--- src/rtl/glb_access_ctrl.sv ---
// Command sequencer for the iact/psum/weight global buffers: streams words into a
// selected GLB, or reads a contiguous block out through a two-entry output FIFO.
module glb_access_ctrl #(
    parameter int DATA_BITWIDTH = 16,
    parameter int ADDR_BITWIDTH = 10
) (
    input  logic                     clk,
    input  logic                     reset,
    input  logic                     start,
    input  logic                     mode,
    input  logic [1:0]               sel,
    input  logic [ADDR_BITWIDTH-1:0] base_addr,
    input  logic [ADDR_BITWIDTH:0]   length,
    output logic                     busy,
    output logic                     done,
    output logic                     err,
    input  logic [DATA_BITWIDTH-1:0] in_data,
    input  logic                     in_valid,
    output logic                     in_ready,
    output logic [DATA_BITWIDTH-1:0] out_data,
    output logic                     out_valid,
    input  logic                     out_ready,
    output logic [2:0]               glb_read_req,
    output logic [2:0]               glb_write_en,
    output logic [ADDR_BITWIDTH-1:0] glb_r_addr,
    output logic [ADDR_BITWIDTH-1:0] glb_w_addr,
    output logic [DATA_BITWIDTH-1:0] glb_w_data,
    input  logic [DATA_BITWIDTH-1:0] glb_r_data_iact,
    input  logic [DATA_BITWIDTH-1:0] glb_r_data_psum,
    input  logic [DATA_BITWIDTH-1:0] glb_r_data_wght
);
    localparam int CW = ADDR_BITWIDTH + 1;

    typedef enum logic [1:0] {IDLE, WRITE, READ, DONE} state_t;

    state_t                   state, state_nxt;
    logic [1:0]               sel_q;
    logic [ADDR_BITWIDTH-1:0] base_q;
    logic [CW-1:0]            len_q, issue_cnt, retire_cnt;
    logic                     err_q;
    logic                     wr_pend;
    logic [ADDR_BITWIDTH-1:0] wr_addr;
    logic [DATA_BITWIDTH-1:0] wr_data;
    logic                     rd_pend;
    logic [DATA_BITWIDTH-1:0] fifo_mem [2];
    logic                     fifo_rd_ptr, fifo_wr_ptr;
    logic [1:0]               fifo_cnt;
    logic [DATA_BITWIDTH-1:0] rd_data_sel;
    logic [2:0]               sel_oh;
    logic                     accept, wr_hs, rd_issue, push, pop;

    assign sel_oh    = 3'b001 << sel_q;
    assign accept    = (state == IDLE) && start && (sel != 2'd3);
    assign in_ready  = (state == WRITE) && (issue_cnt < len_q);
    assign wr_hs     = in_valid && in_ready;
    assign out_valid = (fifo_cnt != 2'd0);
    assign pop       = out_valid && out_ready;
    assign push      = rd_pend;
    // A pop in the same cycle frees a slot, which keeps reads at one word per cycle.
    assign rd_issue  = (state == READ) && (issue_cnt < len_q) &&
                       ((3'(fifo_cnt) + 3'(rd_pend)) < (3'd2 + 3'(pop)));

    assign glb_read_req = rd_issue ? sel_oh : 3'b000;
    assign glb_write_en = wr_pend ? sel_oh : 3'b000;
    assign glb_r_addr   = base_q + issue_cnt[ADDR_BITWIDTH-1:0];
    assign glb_w_addr   = wr_addr;
    assign glb_w_data   = wr_data;
    assign out_data     = out_valid ? fifo_mem[fifo_rd_ptr] : '0;
    assign busy         = (state == WRITE) || (state == READ);
    assign done         = (state == DONE);
    assign err          = err_q;

    always_comb begin
        rd_data_sel = glb_r_data_iact;
        case (sel_q)
            2'd1:    rd_data_sel = glb_r_data_psum;
            2'd2:    rd_data_sel = glb_r_data_wght;
            default: rd_data_sel = glb_r_data_iact;
        endcase
    end

    // Zero-length commands pass through WRITE/READ for one cycle so done lands at t+2.
    always_comb begin
        state_nxt = state;
        case (state)
            IDLE:  if (accept) state_nxt = mode ? READ : WRITE;
            WRITE: if (issue_cnt == len_q && (wr_pend || len_q == '0)) state_nxt = DONE;
            READ:  if (len_q == '0 || (pop && retire_cnt + CW'(1) == len_q)) state_nxt = DONE;
            DONE:  state_nxt = IDLE;
            default: state_nxt = IDLE;
        endcase
    end

    always_ff @(posedge clk) begin
        if (reset) begin
            state       <= IDLE;
            sel_q       <= '0;
            base_q      <= '0;
            len_q       <= '0;
            issue_cnt   <= '0;
            retire_cnt  <= '0;
            err_q       <= 1'b0;
            wr_pend     <= 1'b0;
            wr_addr     <= '0;
            wr_data     <= '0;
            rd_pend     <= 1'b0;
            fifo_rd_ptr <= 1'b0;
            fifo_wr_ptr <= 1'b0;
            fifo_cnt    <= '0;
            for (int i = 0; i < 2; i++) fifo_mem[i] <= '0;
        end else begin
            state   <= state_nxt;
            err_q   <= (state == IDLE) && start && (sel == 2'd3);
            wr_pend <= wr_hs;
            rd_pend <= rd_issue;
            if (accept) begin
                sel_q      <= sel;
                base_q     <= base_addr;
                len_q      <= length;
                issue_cnt  <= '0;
                retire_cnt <= '0;
            end
            if (wr_hs) begin
                wr_addr   <= base_q + issue_cnt[ADDR_BITWIDTH-1:0];
                wr_data   <= in_data;
                issue_cnt <= issue_cnt + CW'(1);
            end
            if (rd_issue) issue_cnt <= issue_cnt + CW'(1);
            if (push) begin
                fifo_mem[fifo_wr_ptr] <= rd_data_sel;
                fifo_wr_ptr           <= ~fifo_wr_ptr;
            end
            if (pop) begin
                fifo_rd_ptr <= ~fifo_rd_ptr;
                retire_cnt  <= retire_cnt + CW'(1);
            end
            fifo_cnt <= fifo_cnt + 2'(push) - 2'(pop);
        end
    end
endmodule
--- config.mk ---
export PLATFORM = sky130hd
export DESIGN_NAME = glb_access_ctrl
export DESIGN_NICKNAME = d
export VERILOG_FILES = /design/src/rtl/glb_access_ctrl.sv
export SDC_FILE = /design/constraint.sdc
export NUM_CORES = 1
export LEC_CHECK = 0
export CAP_MARGIN = 30
export CORE_MARGIN = 4
export CORE_UTILIZATION = 40
export DETAILED_ROUTE_END_ITERATION = 10
export DONT_BUFFER_PORTS = 1
export GPL_ROUTABILITY_DRIVEN = 0
export HOLD_SLACK_MARGIN = 0.1
export SLEW_MARGIN = 20
export SYNTH_ARGS = -nofsm -noshare
export SYNTH_HDL_FRONTEND = slang
export SYNTH_SLANG_ARGS = --single-unit
--- constraint.sdc ---
create_clock -name clk -period 3.8 [get_ports clk]
set_input_delay 0.57 -clock clk [delete_from_list [all_inputs] [get_ports clk]]
set_output_delay 0.57 -clock clk [all_outputs]
set_load 0.02 [all_outputs]
* Word-level counts from Yosys, hierarchy flattened
Memories as Yosys holds them, arrays and structs flattened. A register that Yosys moved wholly into a read port is not among the register bits.
Index checks and enable logic that the tools add are counted.
W data, S select, Z words.
** Cells by class
- Add/sub/neg operators :: 7
- Magnitude comparators :: 2
- Eq/ne operators :: 12
- Shift operators :: 1
- Multiplexer cells :: 23
- Bitwise operators :: 2
- Reductions and logical operators :: 20
** Operators with widths (count)
- $mux W11 :: 4
- $mux W16 :: 2
- $pmux W16 S2 :: 1
- $add A11 B1 Y11 const B :: 2
- $eq A11 B11 Y1 :: 2
- $reduce_or A16 Y1 :: 1
- $logic_not A11 Y1 :: 1
- $lt A11 B11 Y1 :: 1
- $add A10 B10 Y10 :: 1
- $logic_and A1 B1 Y1 :: 10
- $mux W1 :: 9
- $eq A2 B2 Y1 const B :: 4
- $mux W2 :: 4
- $pmux W2 S4 :: 1
- $mux W3 :: 2
- $eq A2 B1 Y1 const B :: 2
- $ne A2 B1 Y1 const B :: 2
- $ne A2 B2 Y1 const B :: 2
- $reduce_bool A2 Y1 :: 2
- $add A2 B1 Y3 :: 1
- $add A2 B1 Y3 const A :: 1
- $logic_or A1 B1 Y1 :: 3
- $lt A3 B3 Y1 :: 1
- $reduce_and A3 Y1 :: 1
- other kinds (6) :: 7
** Storage, ports and cells
- Bits in registers :: 80
- Memory bits (writable) :: 32
- Input port bits :: 93
- Memories kept :: 1
** Memory list
- fifo_mem :: words 2, width 16, rd ports 1, clocked after memory_dff 1, wr ports 2, line 45 : logic [DATA_BITWIDTH-1:0] fifo_mem [2];

* Logic depth before layout (Yosys ltp)
- Word-level depth :: 6
- Gate-level depth with buffers :: 11
- Depth with buffers taken out :: 10

* Worst setup path before layout
No wires, ideal clock.
- Path kind :: flip-flop to output port
- From :: register len_q[7]
- To :: output port glb_read_req[0]
- Data arrival time :: 1909 ps
- Slack :: 1321 ps
- Cell stages (with the launch flop) :: 10
- Path buffers :: 1
- Cells stage by stage :: dfxtp_1 > inv_1 > ha_1 > o21a_1 > o21a_1 > o21a_1 > o32a_1 > clkbuf_1 > nor2_1 > and2_1
** Between the ends
- Cells in the longest elaborated chain, start to end :: 4
** Ends and longest elaborated chain
- start: declaration :: line 39 : logic [CW-1:0] len_q, issue_cnt, retire_cnt;
- start signal: assignment :: line 119 : len_q <= length;
- $lt A11 B11 Y1 :: line 60 : assign rd_issue = (state == READ) && (issue_cnt < len_q) &&
- $logic_and A1 B1 Y1 (2 in series) :: line 60
- $mux W3 :: line 63 : assign glb_read_req = rd_issue ? sel_oh : 3'b000;
- end: declaration :: line 23 : output logic [2:0] glb_read_req,
No other way between the ends.

* Final worst setup path
- From :: register len_q[9]
- To :: output port glb_read_req[0]
Same word-level chain as after synthesis.

==> out/results.tsv <==
metric	value	unit
status	finished clean	
cts_setup_buffers	0	
hold_viol_final	0	
met2_length	7850	µm
required	3.23	ns
drive_gt1_share	6.51	%
cts_tree	yes	
drc	0	
grt_pass1_vias	4930	
hold_ws	0.240	ns
setup_violations	0	
synth_cell_types	60	
worstMarginPinSlew	0.967	ns
place_ws	0.955	ns
insertion_delay	0.41	ns
min_path_type	primary input to register	
area.growth.synth_to_final	12.3	%
grt_usage	18.6	%
start_util	41.2	%
cts.sinks	113	
synthesis.nets	848	
ir_worst_vdd	354	µV
critical_path_class	register to output pin	
rows	44	
async_flop_share	0	%
finalCoreUtilization	46.3	%
hpwl	12000	µm
worst_setup_path_end_kind	output pin	
ant_nets	0	
wl_met3	1170	µm
start_kind	register	
relSlewSlack	35.4	%
insertedDiodeCount	0	
syn_inst	721	
synth_seq_cells	113	
die_y	131	µm
synthTopCellsByCount	124 x nand2_1, 90 x nor2_1, 81 x dfxtp_1	
dr.pass1.iters	5	
numCtsBuffers	17	
syn_avg_cell_area	8.37	µm²
cts-root-buf	clkbuf_16	
path_clk_slew	0.05	ns
arrival	2.72	ns
powerDensity	619	nW/µm²
synth.most_common_cell	nand2_1	
met1Wirelength	6930	µm
yosysWarnings	0	
placed_area	6170	µm²
critPathMaxFanout	8	
fin_crit_sh	86.6	%
synth_edf_count	32	
final_cell_area	6780	µm²
grt_pass1_wl	24800	µm
multiInputGateArea	3200	µm²
p_leak	2.53	nW
ctsHoldBuffers	0	
coreArea	14600	µm²
io_pins	156	
yosysTopAreaCellShare	26.9	%
layout.nets	836	
die_area	17100	µm²
wl	16300	µm
antenna_found_initial	0	
setup_ws	0.508	ns
fill_cells	1441	
synth_area_leaders	dfxtp_1 27%, edfxtp_1 16%, nand2_1 7.7%	
finalCriticalPeriod	3.29	ns
fin_skew	0.00816	ns
grt_max_degree	85	
fin_setup_tns	0	ns
viasPerCell	5.65	
ys_seq_area_share	42.8	%
portBuffers	0	
drt_iter0_markers	277	
avgRoutedWirePerCell	18.0	µm
synth_ff_type	dfxtp_1	
ctsLongestPathBuffers	2	
cts-resized-gates	0	
rsz0062_at_grt	no	
syn_area	6040	µm²
yosysTopAreaCell	dfxtp_1	
vias	5118	
max_freq	304	MHz
die_x	131	µm
grt_overflow	0	
drv_cap	0	
highest_layer	met4	
slew_viol_final	0	
cts-htree-levels	4	
regArea	2580	µm²
==> flip-flops by register name (all words and copies together) (netlist names), named ones only <==
name / count
retire_cnt: 11
glb_w_data: 16
err: 1
sel_q: 2
fifo_cnt: 2
glb_w_addr: 10
fifo_rd_ptr: 1
fifo_wr_ptr: 1
len_q: 11
state: 2
push: 1
fifo_mem: 32
wr_pend: 1
issue_cnt: 11
base_q: 10
==> cell type report <==
| class | instances | share of cell area, % |
|---|---|---|
| inverters | 27 | 1.50 |
| clock inverters | 14 | 2.46 |
| flip-flops and latches | 113 | 38.1 |
| multi-input cells | 542 | 47.3 |
| repair buffers | 8 | 0.942 |
| clock buffers | 18 | 6.33 |
| well taps | 184 | 3.40 |
==> power breakdown <==
part,internal [mW],switching [mW],leakage [nW]
clock,1.03,0.571,0.283
sequential,1.35,0.140,0.988
combinational,0.361,0.745,1.26
==> metrics by stage <==
| stage | power, mW | cells |
|---|---|---|
| global placement | 2.57 | 872 |
| CTS | 4.22 | 905 |
| detailed placement | 2.62 | 873 |
| finish | 4.20 | 906 |
| floorplan | 2.34 | 721 |
| global route | 4.41 | 906 |
==> placed cells by master (no fill, tap or decap), drive strengths merged, types with 17 or more instances in the layout <==
cell,netlist,routed
a21oi,65,65
a22oi,18,18
clkbuf,28,18
dfxtp,81,81
edfxtp,32,32
ha,33,33
inv,27,27
mux2i,17,17
nand2,124,124
nor2,91,91
o21ai,35,35
xnor2,17,17
==> logic make-up (layout without fill, tap and decap cells) <==
logic type	after synthesis	in the layout	share of synthesized area (%)
compound gates	161	161	16.2
xor+xnor	26	26	3.77
fa+ha+maj	34	34	7.17
buf+inv	66	67	4.23
flops	113	113	42.8
mux	18	18	3.01
simple gates	303	303	22.8
==> worst paths after layout <==
kind,startpoint,cells past startpoint,to,slack [ns]
max,len_q[9]$_SDFFE_PP0P_,7,glb_read_req[0],0.51
min reg2reg,base_q[0]$_SDFFE_PP0P_,2,base_q[0]$_SDFFE_PP0P_,0.46
max reg2reg,len_q[9]$_SDFFE_PP0P_,8,issue_cnt[6]$_SDFFE_PP0P_,1.19
min,reset,1,fifo_rd_ptr$_SDFFE_PP0P_,0.24
==> worst max-delay path, cell delays in order (launching register included) <==
cell	delay, ns
dfxtp_1	0.47
inv_1	0.12
ha_1	0.22
nor4_1	0.23
nand2_1	0.11
o32a_1	0.49
nor2_1	0.34
and2_1	0.34
==> metal layers <==
layer	vias to the layer above	track usage, %
li1	2502	-
met1	2393	22.6
met2	190	30.7
met3	33	5.77
met4	0	7.56
met5	-	0
(Power assumes the default switching activity.)
